--- src/rtl/reaction_game_fsm.sv ---
// reaction_game_fsm: multi-player reaction game controller (arm, delay, GO, score, win).
// Define REACTION_RANDOM_DELAY_EN to add 0..255 cycles of LFSR jitter to each WAIT delay.
module reaction_game_fsm #(
  parameter int NUM_PLAYERS    = 2,
  parameter int SCORE_W        = 4,
  parameter int WIN_SCORE      = 5,
  parameter int DELAY_CYCLES   = 50000000,
  parameter int TIMEOUT_CYCLES = 100000000,
  parameter int HOLD_CYCLES    = 50000000
) (
  input  logic                           clk,
  input  logic                           reset,
  input  logic                           start,
  input  logic [NUM_PLAYERS-1:0]         pdata,
  output logic                           go,
  output logic [NUM_PLAYERS*SCORE_W-1:0] score,
  output logic [NUM_PLAYERS-1:0]         last,
  output logic                           foul,
  output logic [NUM_PLAYERS-1:0]         winner,
  output logic [2:0]                     state_o
);
  typedef enum logic [2:0] {
    S_IDLE = 3'd0,
    S_WAIT = 3'd1,
    S_GO   = 3'd2,
    S_SHOW = 3'd3,
    S_DONE = 3'd4
  } state_t;
`ifdef REACTION_RANDOM_DELAY_EN
  localparam int EXTRA = 255;
`else
  localparam int EXTRA = 0;
`endif
  localparam int MAX_DT = DELAY_CYCLES > TIMEOUT_CYCLES ? DELAY_CYCLES : TIMEOUT_CYCLES;
  localparam int MAX_C  = (MAX_DT > HOLD_CYCLES ? MAX_DT : HOLD_CYCLES) - 1 + EXTRA;
  localparam int CW     = MAX_C > 0 ? $clog2(MAX_C + 1) : 1;
  localparam logic [CW-1:0] DELAY_LD   = CW'(DELAY_CYCLES - 1);
  localparam logic [CW-1:0] TIMEOUT_LD = CW'(TIMEOUT_CYCLES - 1);
  localparam logic [CW-1:0] HOLD_LD    = CW'(HOLD_CYCLES - 1);
  state_t                         state_q, state_d;
  logic [CW-1:0]                  cnt_q, cnt_d, wait_ld;
  logic                           go_q, go_d, foul_q, foul_d;
  logic [NUM_PLAYERS*SCORE_W-1:0] score_q, score_d;
  logic [NUM_PLAYERS-1:0]         last_q, last_d, winner_q, winner_d, prev_q;
  logic [NUM_PLAYERS-1:0]         press, press_oh, win_oh;
  logic [SCORE_W-1:0]             cur;
  int                             press_idx;
`ifdef REACTION_RANDOM_DELAY_EN
  logic [15:0] lfsr_q, lfsr_d;
  always_comb begin
    lfsr_d  = {lfsr_q[14:0], lfsr_q[15] ^ lfsr_q[13] ^ lfsr_q[12] ^ lfsr_q[10]};
    wait_ld = DELAY_LD + CW'(lfsr_q[7:0]);
  end
`else
  always_comb wait_ld = DELAY_LD;
`endif
  // Rising-edge press detect; descending loops leave the lowest index as the winner.
  always_comb begin
    press     = pdata & ~prev_q;
    press_oh  = '0;
    press_idx = 0;
    win_oh    = '0;
    for (int i = NUM_PLAYERS - 1; i >= 0; i--) begin
      if (press[i]) begin
        press_oh    = '0;
        press_oh[i] = 1'b1;
        press_idx   = i;
      end
      if (score_q[i*SCORE_W +: SCORE_W] >= SCORE_W'(WIN_SCORE)) begin
        win_oh    = '0;
        win_oh[i] = 1'b1;
      end
    end
    cur = score_q[press_idx*SCORE_W +: SCORE_W];
  end
  always_comb begin
    state_d  = state_q;
    cnt_d    = cnt_q;
    go_d     = go_q;
    score_d  = score_q;
    last_d   = last_q;
    foul_d   = foul_q;
    winner_d = winner_q;
    case (state_q)
      S_IDLE, S_DONE: if (start) begin
        state_d = S_WAIT;
        cnt_d   = wait_ld;
        last_d  = '0;
        foul_d  = 1'b0;
        if (state_q == S_DONE) begin
          score_d  = '0;
          winner_d = '0;
        end
      end
      S_WAIT: if (|press) begin
        score_d[press_idx*SCORE_W +: SCORE_W] = cur - SCORE_W'(cur != '0);
        last_d  = press_oh;
        foul_d  = 1'b1;
        state_d = S_SHOW;
        cnt_d   = HOLD_LD;
      end else if (cnt_q == '0) begin
        state_d = S_GO;
        go_d    = 1'b1;
        cnt_d   = TIMEOUT_LD;
      end else cnt_d = cnt_q - CW'(1);
      S_GO: if (|press || cnt_q == '0) begin
        if (|press) score_d[press_idx*SCORE_W +: SCORE_W] = cur + SCORE_W'(cur != '1);
        last_d  = press_oh;
        foul_d  = 1'b0;
        go_d    = 1'b0;
        state_d = S_SHOW;
        cnt_d   = HOLD_LD;
      end else cnt_d = cnt_q - CW'(1);
      S_SHOW: if (cnt_q == '0) begin
        if (|win_oh) begin
          state_d  = S_DONE;
          winner_d = win_oh;
        end else begin
          state_d = S_WAIT;
          cnt_d   = wait_ld;
          last_d  = '0;
          foul_d  = 1'b0;
        end
      end else cnt_d = cnt_q - CW'(1);
      default: state_d = S_IDLE;
    endcase
  end
  always_ff @(posedge clk) begin
    if (!reset) begin
      state_q  <= S_IDLE;
      cnt_q    <= '0;
      go_q     <= 1'b0;
      score_q  <= '0;
      last_q   <= '0;
      foul_q   <= 1'b0;
      winner_q <= '0;
      prev_q   <= '0;
`ifdef REACTION_RANDOM_DELAY_EN
      lfsr_q   <= 16'hACE1;
`endif
    end else begin
      state_q  <= state_d;
      cnt_q    <= cnt_d;
      go_q     <= go_d;
      score_q  <= score_d;
      last_q   <= last_d;
      foul_q   <= foul_d;
      winner_q <= winner_d;
      prev_q   <= pdata;
`ifdef REACTION_RANDOM_DELAY_EN
      lfsr_q   <= lfsr_d;
`endif
    end
  end
  assign go      = go_q;
  assign score   = score_q;
  assign last    = last_q;
  assign foul    = foul_q;
  assign winner  = winner_q;
  assign state_o = state_q;
endmodule

--- config.mk ---
export PLATFORM = sky130hd
export DESIGN_NAME = reaction_game_fsm
export DESIGN_NICKNAME = d
export VERILOG_FILES = /design/src/rtl/reaction_game_fsm.sv
export SDC_FILE = /design/constraint.sdc
export NUM_CORES = 1
export LEC_CHECK = 0
export CAP_MARGIN = 20
export CORE_MARGIN = 4
export CORE_UTILIZATION = 52
export CTS_CLUSTER_SIZE = 28
export DETAILED_ROUTE_END_ITERATION = 7
export PLACE_DENSITY_LB_ADDON = 0.15
export SKIP_LAST_GASP = 1
export SYNTH_ARGS = -nofsm -noshare
export SYNTH_HDL_FRONTEND = slang
export SYNTH_SLANG_ARGS = --single-unit
export TNS_END_PERCENT = 5
--- constraint.sdc ---
create_clock -name clk -period 3 [get_ports clk]
set_input_delay 0.3 -clock clk [delete_from_list [all_inputs] [get_ports clk]]
set_output_delay 0.3 -clock clk [all_outputs]
set_load 0.01 [all_outputs]
==> reports/results.txt, run 1 <==
status - finished, final reports clean
Die Y-Extent - 80.1 µm
total power divided by cell area - 532 nW/µm²
unrepaired setup endpoints after global routing - false
Worst Path Arrival - 3.06 ns
cell repeated most along the worst path - sky130_fd_sc_hd__a21oi_1
H-tree lvl count - 2
count of flip-flops with a built-in enable after synthesis - 0
area of the die - 6410 µm²
Max Clock Freq - 354 MHz
Overall Power - 1.70 mW
Pins Over Slew Limit - 0
post-CTS clock slew at the launch and capture registers of the worst setup and hold paths - 0.08 ns
Comb power frac - 0.292
share of power burned in registers - 0.436
DRT antenna net count - 0
Post-layout nets - 388
post-synth design cell area - 2700 µm²
final design instance area without fill - 3200 µm²
area of the multi-input gates - 1670 µm²
final worst path period need - 2.82 ns
pin count of the biggest net entering global routing - 23
headroom to the max-slew limit - 0.470
part of the power in the clock network - 0.272
leakage power of the design - 1.17 nW
I/O pins - 22
setup clock skew after layout - 0.0131 ns
row cnt - 25
synth-to-layout area growth - 18.7%
number of distinct library cell variants in the gate-level netlist after synthesis - 57
GRT overflow - 0
post-synthesis sequential area ratio - 0.341
number of nets produced by synthesis - 355
die width - 80.1 µm
Crit path largest cell delay - 0.48 ns
placeable core area - 4880 µm²
estimated wirelength of the detail-placed design - 5.41 mm
Starting DRT DRC Count - 259
endpoints failing hold - 0
area after detailed placement - 3080 µm²
number of antenna violations at the first check in global routing - 0
internal cell power - 1.11 mW
worst skew pair latency - 0.31 ns
root buffer cell - sky130_fd_sc_hd__clkbuf_8
via/cell ratio - 6.29
VDD IR max - 0.305 mV
primary flip-flop cell chosen by synthesis mapping - sky130_fd_sc_hd__dfxtp_1
total area of sequential cells - 921 µm²
class of the worst hold path - reg -> reg
buffers from clock root to sink, at most - 2
clock sinks - 46
YS warnings - 0
end-of-flow core utilization - 0.657
net switching power figure - 0.593 mW
max-cap viol count - 0
TritonCTS clock tree - done
last weighted congestion value of the routability-driven placer - 0.913
WL/cell - 17.0 µm
cells along the critical path - clkdlybuf4s50_1, buf_4, nand2b_1, a21boi_0, nor2_1, or4_1, ha_1, nand3_1, a21oi_1, or3_1, a32oi_2, o21ai_1, a21oi_1
period utilization - 0.941
total setup buffers inserted after CTS - 0
ANT cells - 0
global-route wire length before repair - 12.6 mm
required time of the worst setup path - 3.24 ns
number of storage elements in the synthesis netlist - 46
critical path class - in -> reg
switching part of the total power - 0.348
Async S/R FF share, synth - 0
category of the worst setup path launch point - input port
number of I/O port buffers - 21
worst-path maximum fanout - 4
global-route usage over all layers - 0.248
share of final-layout standard cells stronger than drive strength 1 - 0.111
total via count in the routed design - 2797
number of iterations in the first detailed-routing pass - 5
transition at the pin with the smallest max-transition slack - 0.793 ns
count of final setup violators - 0
CP Capture Type - register
Critical-path top delay cell - sky130_fd_sc_hd__or4_1
starting utilization of the core area - 0.553
number of filler cells placed in the layout - 444
DRC Markers - 0
number of CTS-inserted buffers - 5
number of global-route vias before repair - 2553
cell count after synthesis - 344
Total Wirelength - 7.57 mm
synthesized area per cell - 7.85 µm²
[routing by layer]
| metal | up-vias | global-route usage | wire [µm] |
|---|---|---|---|
| met5 | - | 0 | 0 |
| met4 | 0 | 0.0574 | 70 |
| met3 | 8 | 0.0527 | 599 |
| met2 | 106 | 0.390 | 3280 |
| met1 | 1321 | 0.347 | 3620 |
| li1 | 1362 | - | - |
[cell families (layout without fill, tap and decap cells)]
logic type,count (synthesis),in the layout,share of synthesized area
compound gates,122,122,0.303
fa+ha+maj,6,6,0.0278
simple gates,135,135,0.265
buf+inv,30,64,0.0459
flops,46,46,0.341
xor+xnor,1,1,0.00324
mux,4,4,0.0148
[power by group through the flow]
stage	combinational [mW]	sequential (mW)	clock, mW
final	0.497	0.743	0.464
after global routing	0.551	0.755	0.500
after CTS	0.488	0.740	0.469
after detailed placement	0.485	0.753	0
after global placement	0.474	0.751	0
after floorplan	0.366	0.734	0
[what timing repair did]
item / 4_1_cts / 5_1_grt
resized for setup: 0 / 3
setup endpoints to repair: 0 / 2
hold buffers: 0 / 0
[worst paths after layout]
check / start / end / slack (ns) / cells past startpoint
hold / removal: winner[1] / winner[1] / 0.46 / 2
setup / recovery: pdata[0] / score[3] / 0.18 / 13
setup reg to reg: prev_q[1] / score[3] / 0.30 / 11
hold reg to reg: winner[1] / winner[1] / 0.46 / 2
[cell usage after synthesis (6+ instances only)]
library cell | n | share of area
sky130_fd_sc_hd__nor2_1 | 26 | 0.036
sky130_fd_sc_hd__nor3_1 | 10 | 0.019
sky130_fd_sc_hd__o21a_1 | 9 | 0.025
sky130_fd_sc_hd__nand3_1 | 15 | 0.028
sky130_fd_sc_hd__nand4_1 | 7 | 0.016
sky130_fd_sc_hd__ha_1 | 6 | 0.028
sky130_fd_sc_hd__inv_1 | 13 | 0.018
sky130_fd_sc_hd__a31oi_1 | 10 | 0.023
sky130_fd_sc_hd__o21ai_0 | 11 | 0.020
sky130_fd_sc_hd__a21oi_1 | 35 | 0.065
sky130_fd_sc_hd__dfxtp_1 | 46 | 0.34
sky130_fd_sc_hd__clkbuf_1 | 12 | 0.017
sky130_fd_sc_hd__o221a_1 | 6 | 0.025
sky130_fd_sc_hd__nand2_1 | 32 | 0.044
sky130_fd_sc_hd__o21ai_1 | 11 | 0.020
[sequential cells by signal (all words and copies together), names as in the netlist]
name	flops
go	1
cnt_q	27
winner	2
foul	1
last	2
prev_q	2
score	8
state_o	3
[placed cells by master (no fill, tap or decap), drive strengths merged, types with 4 or more instances in the layout]
cell,n
a211oi,6
a21oi,35
a22oi,4
a31oi,10
a32oi,4
and2,4
and3,4
buf,22
clkbuf,5
clkdlybuf4s50,21
dfxtp,46
ha,6
inv,13
mux2i,4
nand2,32
nand2b,5
nand3,15
nand4,7
nor2,27
nor3,11
nor4,6
o21a,9
o21ai,22
o221a,6
or3,5
[per-stage QoR]
stage          cells  hold slack, ns  setup WS (ns)  TNS (ns)
3_3_place_gp     437           0.437        -0.0625    -0.148
4_1_cts          445           0.468         0.0604         0
6_report         445           0.463          0.178         0
5_1_grt          445           0.483         0.0187         0
3_5_place_dp     437           0.456         -0.232    -0.593
2_1_floorplan    344           0.422          0.168         0
[worst max-delay path, delay by kind of cell]
kind | cells | cell delay (ns)
AND/OR/NAND/NOR | 5 | 1.10
adder cells (fa/ha/maj) | 1 | 0.23
AO/OA/AOI/OAI | 5 | 0.86
buffers and inverters | 2 | 0.57
[layout make-up]
class                   count  area share
clock inverters             3      0.0125
inverters                  13      0.0152
clock buffers               5      0.0215
multi-input cells         268       0.520
repair buffers             43       0.117
well taps                  67      0.0262
flip-flops and latches     46       0.287
Note: power is estimated with default switching activity, not from simulation.
==> inputs of run 2 (changes only) <==
--- a/config.mk
+++ b/config.mk
@@ -11,7 +11,6 @@
 export CTS_CLUSTER_SIZE = 28
 export DETAILED_ROUTE_END_ITERATION = 7
 export PLACE_DENSITY_LB_ADDON = 0.15
-export SKIP_LAST_GASP = 1
 export SYNTH_ARGS = -nofsm -noshare
 export SYNTH_HDL_FRONTEND = slang
 export SYNTH_SLANG_ARGS = --single-unit
==> results of run 2 <==
Final layout, timing and power as in run 1 (identical DEF).
